$ cat config.mk
export PLATFORM = sky130hd
export DESIGN_NAME = fd_hazard_ctrl
export DESIGN_NICKNAME = d
export VERILOG_FILES = /design/src/rtl/fd_hazard_ctrl.sv
export SDC_FILE = /design/constraint.sdc
export NUM_CORES = 1
export LEC_CHECK = 0
export CAP_MARGIN = 20
export CORE_MARGIN = 2
export CORE_UTILIZATION = 41
export DETAILED_ROUTE_END_ITERATION = 10
export PLACE_DENSITY = 0.83
export SLEW_MARGIN = 5
export SYNTH_ARGS = -nofsm -noshare
export SYNTH_HDL_FRONTEND = slang
export SYNTH_SLANG_ARGS = --single-unit
$ cat constraint.sdc
create_clock -name clk -period 2.2 [get_ports clk]
set_input_delay 0.33 -clock clk [delete_from_list [all_inputs] [get_ports clk]]
set_output_delay 0.33 -clock clk [all_outputs]
set_load 0.02 [all_outputs]
$ cat src/rtl/fd_hazard_ctrl.sv
// Front-end hazard and interrupt sequencer: PC-write, F/D load/flush and D/E bubble control,
// load-use stalls, taken branches, and the two-half return-PC save before the interrupt vector.
module fd_hazard_ctrl #(
  parameter int REG_AW = 3
) (
  input  logic              clk,
  input  logic              rst_n,
  input  logic              mem_stall,
  input  logic              branch_taken,
  input  logic [31:0]       branch_target,
  input  logic              de_mem_read,
  input  logic [REG_AW-1:0] de_rd,
  input  logic [REG_AW-1:0] fd_rs1,
  input  logic [REG_AW-1:0] fd_rs2,
  input  logic              fd_use_rs1,
  input  logic              fd_use_rs2,
  input  logic [31:0]       fd_pc,
  input  logic              int_req,
  output logic              pc_write,
  output logic [1:0]        pc_sel,
  output logic              fd_write,
  output logic              fd_flush,
  output logic              de_flush,
  output logic              int_save_valid,
  output logic [15:0]       int_save_data,
  output logic              int_ack
);

  typedef enum logic [1:0] {IDLE, SAVE_HI, SAVE_LO, VECTOR} state_e;

  state_e      state_q, state_d;
  logic [31:0] saved_pc_q, saved_pc_d;
  logic        pending_q, pending_d;
  logic        load_use;

  assign load_use = de_mem_read &&
                    ((fd_use_rs1 && (fd_rs1 == de_rd)) || (fd_use_rs2 && (fd_rs2 == de_rd)));

  always_ff @(posedge clk) begin
    if (!rst_n) begin
      state_q    <= IDLE;
      saved_pc_q <= '0;
      pending_q  <= 1'b0;
    end else begin
      state_q    <= state_d;
      saved_pc_q <= saved_pc_d;
      pending_q  <= pending_d;
    end
  end

  always_comb begin
    state_d        = state_q;
    saved_pc_d     = saved_pc_q;
    pending_d      = pending_q | int_req;
    pc_write       = 1'b0;
    pc_sel         = 2'b00;
    fd_write       = 1'b0;
    fd_flush       = 1'b0;
    de_flush       = 1'b0;
    int_save_valid = 1'b0;
    int_save_data  = '0;
    int_ack        = 1'b0;

    // A memory stall freezes everything except interrupt accumulation.
    if (!mem_stall) begin
      case (state_q)
        IDLE: begin
          if (branch_taken && pending_q) begin
            // The branch target becomes the return PC; the branch itself is not taken yet.
            saved_pc_d = branch_target;
            state_d    = SAVE_HI;
            fd_flush   = 1'b1;
            de_flush   = 1'b1;
          end else if (branch_taken) begin
            pc_sel   = 2'b01;
            pc_write = 1'b1;
            fd_write = 1'b1;
            fd_flush = 1'b1;
            de_flush = 1'b1;
          end else if (pending_q) begin
            saved_pc_d = fd_pc;
            state_d    = SAVE_HI;
            fd_flush   = 1'b1;
          end else if (load_use) begin
            de_flush = 1'b1;
          end else begin
            pc_write = 1'b1;
            fd_write = 1'b1;
          end
        end
        SAVE_HI, SAVE_LO: begin
          if (branch_taken) begin
            // An older branch retires mid-save: restart the save with its target.
            saved_pc_d = branch_target;
            state_d    = SAVE_HI;
            fd_flush   = 1'b1;
            de_flush   = 1'b1;
          end else begin
            int_save_valid = 1'b1;
            int_save_data  = (state_q == SAVE_HI) ? saved_pc_q[31:16] : saved_pc_q[15:0];
            fd_flush       = 1'b1;
            state_d        = (state_q == SAVE_HI) ? SAVE_LO : VECTOR;
          end
        end
        VECTOR: begin
          pc_sel    = 2'b10;
          pc_write  = 1'b1;
          fd_write  = 1'b1;
          fd_flush  = 1'b1;
          int_ack   = 1'b1;
          pending_d = int_req;
          state_d   = IDLE;
        end
        default: state_d = IDLE;
      endcase
    end

    if (!rst_n) begin
      pc_write       = 1'b0;
      pc_sel         = 2'b00;
      fd_write       = 1'b0;
      fd_flush       = 1'b1;
      de_flush       = 1'b1;
      int_save_valid = 1'b0;
      int_save_data  = '0;
      int_ack        = 1'b0;
    end
  end

endmodule
==> After elaboration in Yosys (flattened, before gate mapping) <==
Index checks and enable logic that the tools add are counted.
{ "op_classes": {"eq_ne": 8, "mux": 51, "bitwise": 2, "n_reduce_logical": 11} }
{ "ops": {"columns": ["cell", "n"], "rows": [
  ["32-bit two-way mux", 4],
  ["16-bit two-way mux", 5],
  ["32-bit one-hot mux with 2 select lines", 1],
  ["1-bit two-way mux", 30],
  ["2-bit two-way mux", 6],
  ["3-bit equality test", 2],
  ["3-bit inequality test, second input constant", 2],
  ["1-bit one-hot mux with 2 select lines", 3],
  ["2-bit one-hot mux with 3 select lines", 1],
  ["5-bit AND reduction", 1],
  ["2-bit equality test, second input constant", 2],
  ["1-bit logical AND", 4],
  ["2-bit one-hot mux with 2 select lines", 1],
  ["3-bit AND reduction", 1],
  ["3-bit OR reduction", 1],
  ["2-bit by 1-bit equality test with 1-bit output, second input constant", 1],
  ["2-bit zero test", 1],
  ["2-bit inequality test, second input constant", 1],
  ["2-bit nonzero test", 1],
  ["2-bit OR reduction", 1],
  ["1-bit logical OR", 1],
  ["1-bit NOT", 1],
  ["1-bit bitwise OR", 1]
]} }
{ "totals": {"reg_bits": 35, "inputBits": 81, "output_inout_bits": 24, "wordCells": 75} }

==> Depth between registers and ports, before layout <==
{ "logic_depth": {"ltp_word": 11, "mapped_depth": 7, "ltp_nobuf": 6} }

==> Worst setup path before layout <==
No wires, ideal clock.
{ "synth_timing": {"kind": "reg-to-output", "start": "register state_q[0]", "end": "output int_save_data[10]", "arrival_time_ns": 1.782, "t_required_ns": 1.870, "setup_slack_ns": 0.088, "path_stages_with_launch": 7, "n_path_buf": 1, "path_cell_list": "dfxtp_1 inv_1 ha_1 nor2b_2 nand3b_1 clkbuf_1 nor2_1"} }
{ "synth_via": {"elab_chain_cells": 6, "word_cells_on_any_way": 8, "cone_classes": "eq/ne: 2; mux: 5; reduce/logical: 1"} }
{ "synth_rtl": {"columns": ["item", "line_no", "source"], "rows": [
  ["start: declaration", "31", "state_e state_q, state_d;"],
  ["start signal: assignment", "45", "state_q <= state_d;"],
  ["2-bit by 1-bit equality test with 1-bit output", "66, 100", null],
  ["16-bit two-way mux", "100", "int_save_data = (state_q == SAVE_HI) ? saved_pc_q[31:16] : saved_pc_q[15:0];"],
  ["16-bit two-way mux", "92", "if (branch_taken) begin"],
  ["16-bit two-way mux *", "66", "case (state_q)"],
  ["16-bit two-way mux *", "65", "if (!mem_stall) begin"],
  ["16-bit two-way mux *", "118", "if (!rst_n) begin"],
  ["end: declaration", "25", "output logic [15:0] int_save_data,"]
]} }
Mark *: on every way between the ends. The rest lies on a longest branch, timed or not.

==> Final worst setup path <==
{ "layout_timing": {"start": "register state_q[1]", "end": "output pc_write"} }
{ "layout_via": {"elab_chain_cells": 4, "word_cells_on_any_way": 5, "cone_classes": "eq/ne: 1; mux: 3; reduce/logical: 1"} }
{ "layout_rtl": {"columns": ["item", "line_no", "source"], "rows": [
  ["2-bit equality test or 2-bit zero test (tied branches)", "66", null],
  ["1-bit one-hot mux with 2 select lines *", "66", null],
  ["1-bit two-way mux *", "65", null],
  ["1-bit two-way mux *", "118", null],
  ["end: declaration", "19", "output logic pc_write,"]
]} }
Marks and branches as above.

==> metrics.cfg <==
[clock_tree]
htree_levels=2
clock_latency_ns=0.28
tritoncts=yes
post_cts_buffers=0
ctsLongestPathBuffers=2
clkSlewWorstSetupHoldPaths_ns=0.07
cts_buffers=5
cts_sinks=35
root_buffer=clkbuf_8

[pwr]
p_leak_nw=1.76
power_density_nw_per_um2=522
vdd_drop_max_mv=0.358

[setup_path]
worst-r2r-cell-count=9
criticalPathCategory=flop to output port
required_ns=1.87
regToRegSetupSlack_ns=0.24
rr_startpoint=state_q[1]$_SDFFE_PN0P_
startpoint=state_q[1]$_SDFFE_PN0P_
endpoint_kind=output port
critPathCapture=pc_write
arrival_ns=1.77
startpoint_type=flop
cp_max_fo=6
r2r_end=saved_pc_q[28]$_SDFFE_PN0P_

[grt]
grtUsageTotal_pct=19.5
grt.overflow.total=0
grt_pass1_vias=1950
antenna_found_initial=0
grt_max_degree=65
grt_pass1_wl_mm=9.34

[finish]
final_common_cell=clkdlybuf4s50_1
nFillCells=469
final_cell_mix=clkdlybuf4s50_1, mux2i_1, dfxtp_1, nand2_1, o211a_1
multi_input_area_sq_um=1330
drive_gt1_share_pct=15.6
seq_area_sq_um=701
finalInstanceArea_sq_um=3340
stdcell_count=409
area_delta_synth_final_pct=55.7
fin_nets=423
diodes=0

[synthesis]
synth_edf_count=0
synth_nets=312
ys_types=29
yosysSeqAreaShare_pct=32.6
ys_top_cells_by_area=dfxtp_1, mux2i_1, o211a_1
synthArstFlopShare_pct=0
ys_ff_latch=35
avgSynthCellArea_sq_um=9.46
ys.flop_type=dfxtp_1
synth-warning-count=0
syn_area_sq_um=2150
synth_top_area_share_pct=32.6
synth_cells=227
yosysTopAreaCell=dfxtp_1

[routing]
viasPerCell=4.99
routed_wl_mm=5.73
drt_iter0_markers=90
drc=0
met2_length_mm=2.83
first_pass_iters=4
ant_nets=0
wl_met1_mm=2.52
dr_wl_met3_microns=325
num_vias=2041
avgRoutedWirePerCell_microns=14.0
top_layer=met4

[place]
gp_congestion=0.834
dpl_cell_area_sq_um=3330
port_buffers=104
pre_cts_slack_ns=-0.162
place_inst=401
dp_hpwl_mm=4.32

[timing]
worstMarginPinSlew_ns=0.366
setup_viol=0
max_clock_freq_ghz=0.476
rsz0062_at_grt=false
holdWs_ns=0.498
post-route-period-util_pct=95.5
setup_ws_ns=0.0993
hold_violations=0
min_period_ns=2.10
skew_ns=0.00417
setup_tns_ns=0
maxSlewViolCount=0
max_slew_margin_pct=75.6

[floorplan]
die_h_microns=76.4
std_cell_rows=26
die_area_sq_um=5830
core_area_sq_um=5070
die_w_microns=76.4
start_util_pct=42.3
io-pin-count=105

[run]
cap_violations=0

[min_path]
hold_class=flop to flop

[run_status]
outcome=finished, final reports clean

## worst max-delay path, cell delays in order, from the launching register on
cell,delay (ns)
dfxtp_1,0.32
inv_1,0.10
buf_4,0.13
ha_1,0.16
nor2b_4,0.20
o21ai_0,0.09
a31oi_1,0.20
clkdlybuf4s15_2,0.29
## power breakdown
part	switching, mW	internal [mW]
sequential	0.0351	0.697
combinational	0.230	0.333
clock	0.227	0.221
## layer usage
layer  track usage (%)  vias to the layer above
li1                  -                     1026
met2              33.5                       61
met1              24.1                      948
met5                 0                        -
met4              4.55                        0
met3              5.69                        6
## flip-flops by register name, indices dropped and copies added, names as in the netlist
register,cells
pending_q,1
saved_pc_q,32
state_q,2
## final cells by class
type                       instances  area share, %
clock buffer                       6           2.17
inverter                           3          0.337
clock inverter                     2          0.374
tap                               70           2.62
multi-input combinational        170           39.8
sequential                        35           21.0
timing repair buffer             123           33.7
## cell usage after synthesis, drive strengths merged, types with 2 or more instances
master / count
a21oi: 3
buf: 15
clkbuf: 4
dfxtp: 35
ha: 4
inv: 3
mux2i: 49
nand2: 34
nand3: 2
nand4: 2
nor2: 19
nor2b: 5
nor3b: 2
o211a: 32
o21ai: 3
xnor2: 6
## cells by family (layout without fill, tap and decap cells)
family	after synthesis	count (layout)	synth area share [%]
and+or+nand+nor	69	69	15.1
muxes	49	49	22.8
AOI/OAI and AO/OA	42	42	17.8
DFF	35	35	32.6
buffers and inverters	22	134	6.82
xor gates and xnor gates	6	6	2.45
adders and majority gates	4	4	2.33
## how the worst min path moves through the flow
stage          depth (start not counted)                           to  slack, ns                   startpoint
2_1_floorplan                          2         pending_q$_SDFF_PN0_       0.47                      int_req
3_3_place_gp                           1  saved_pc_q[10]$_SDFFE_PN0P_       0.48  saved_pc_q[10]$_SDFFE_PN0P_
5_1_grt                                1  saved_pc_q[15]$_SDFFE_PN0P_       0.52  saved_pc_q[15]$_SDFFE_PN0P_
6_report                               1   saved_pc_q[7]$_SDFFE_PN0P_       0.50   saved_pc_q[7]$_SDFFE_PN0P_
3_5_place_dp                           1   saved_pc_q[2]$_SDFFE_PN0P_       0.49   saved_pc_q[2]$_SDFFE_PN0P_
4_1_cts                                1   saved_pc_q[2]$_SDFFE_PN0P_       0.50   saved_pc_q[2]$_SDFFE_PN0P_
## repair_timing
item / 4_1_cts / 5_1_grt
setup endpoints to repair: 23 / 20
pin swaps: 0 / 0
endpoints found under the hold margin: 0 / 0
gates cloned: 0 / 0
hold buffers: 0 / 0
gates resized for setup: 64 / 23
## stage by stage
stage / utilization (%) / power [mW]
after floorplan: - / 1.06
after global placement: 65.6 / 1.29
after detailed placement: 65.6 / 1.31
after CTS: 67.5 / 1.75
after global routing: 65.9 / 1.84
final: 65.9 / 1.74
(Power assumes the default switching activity.)
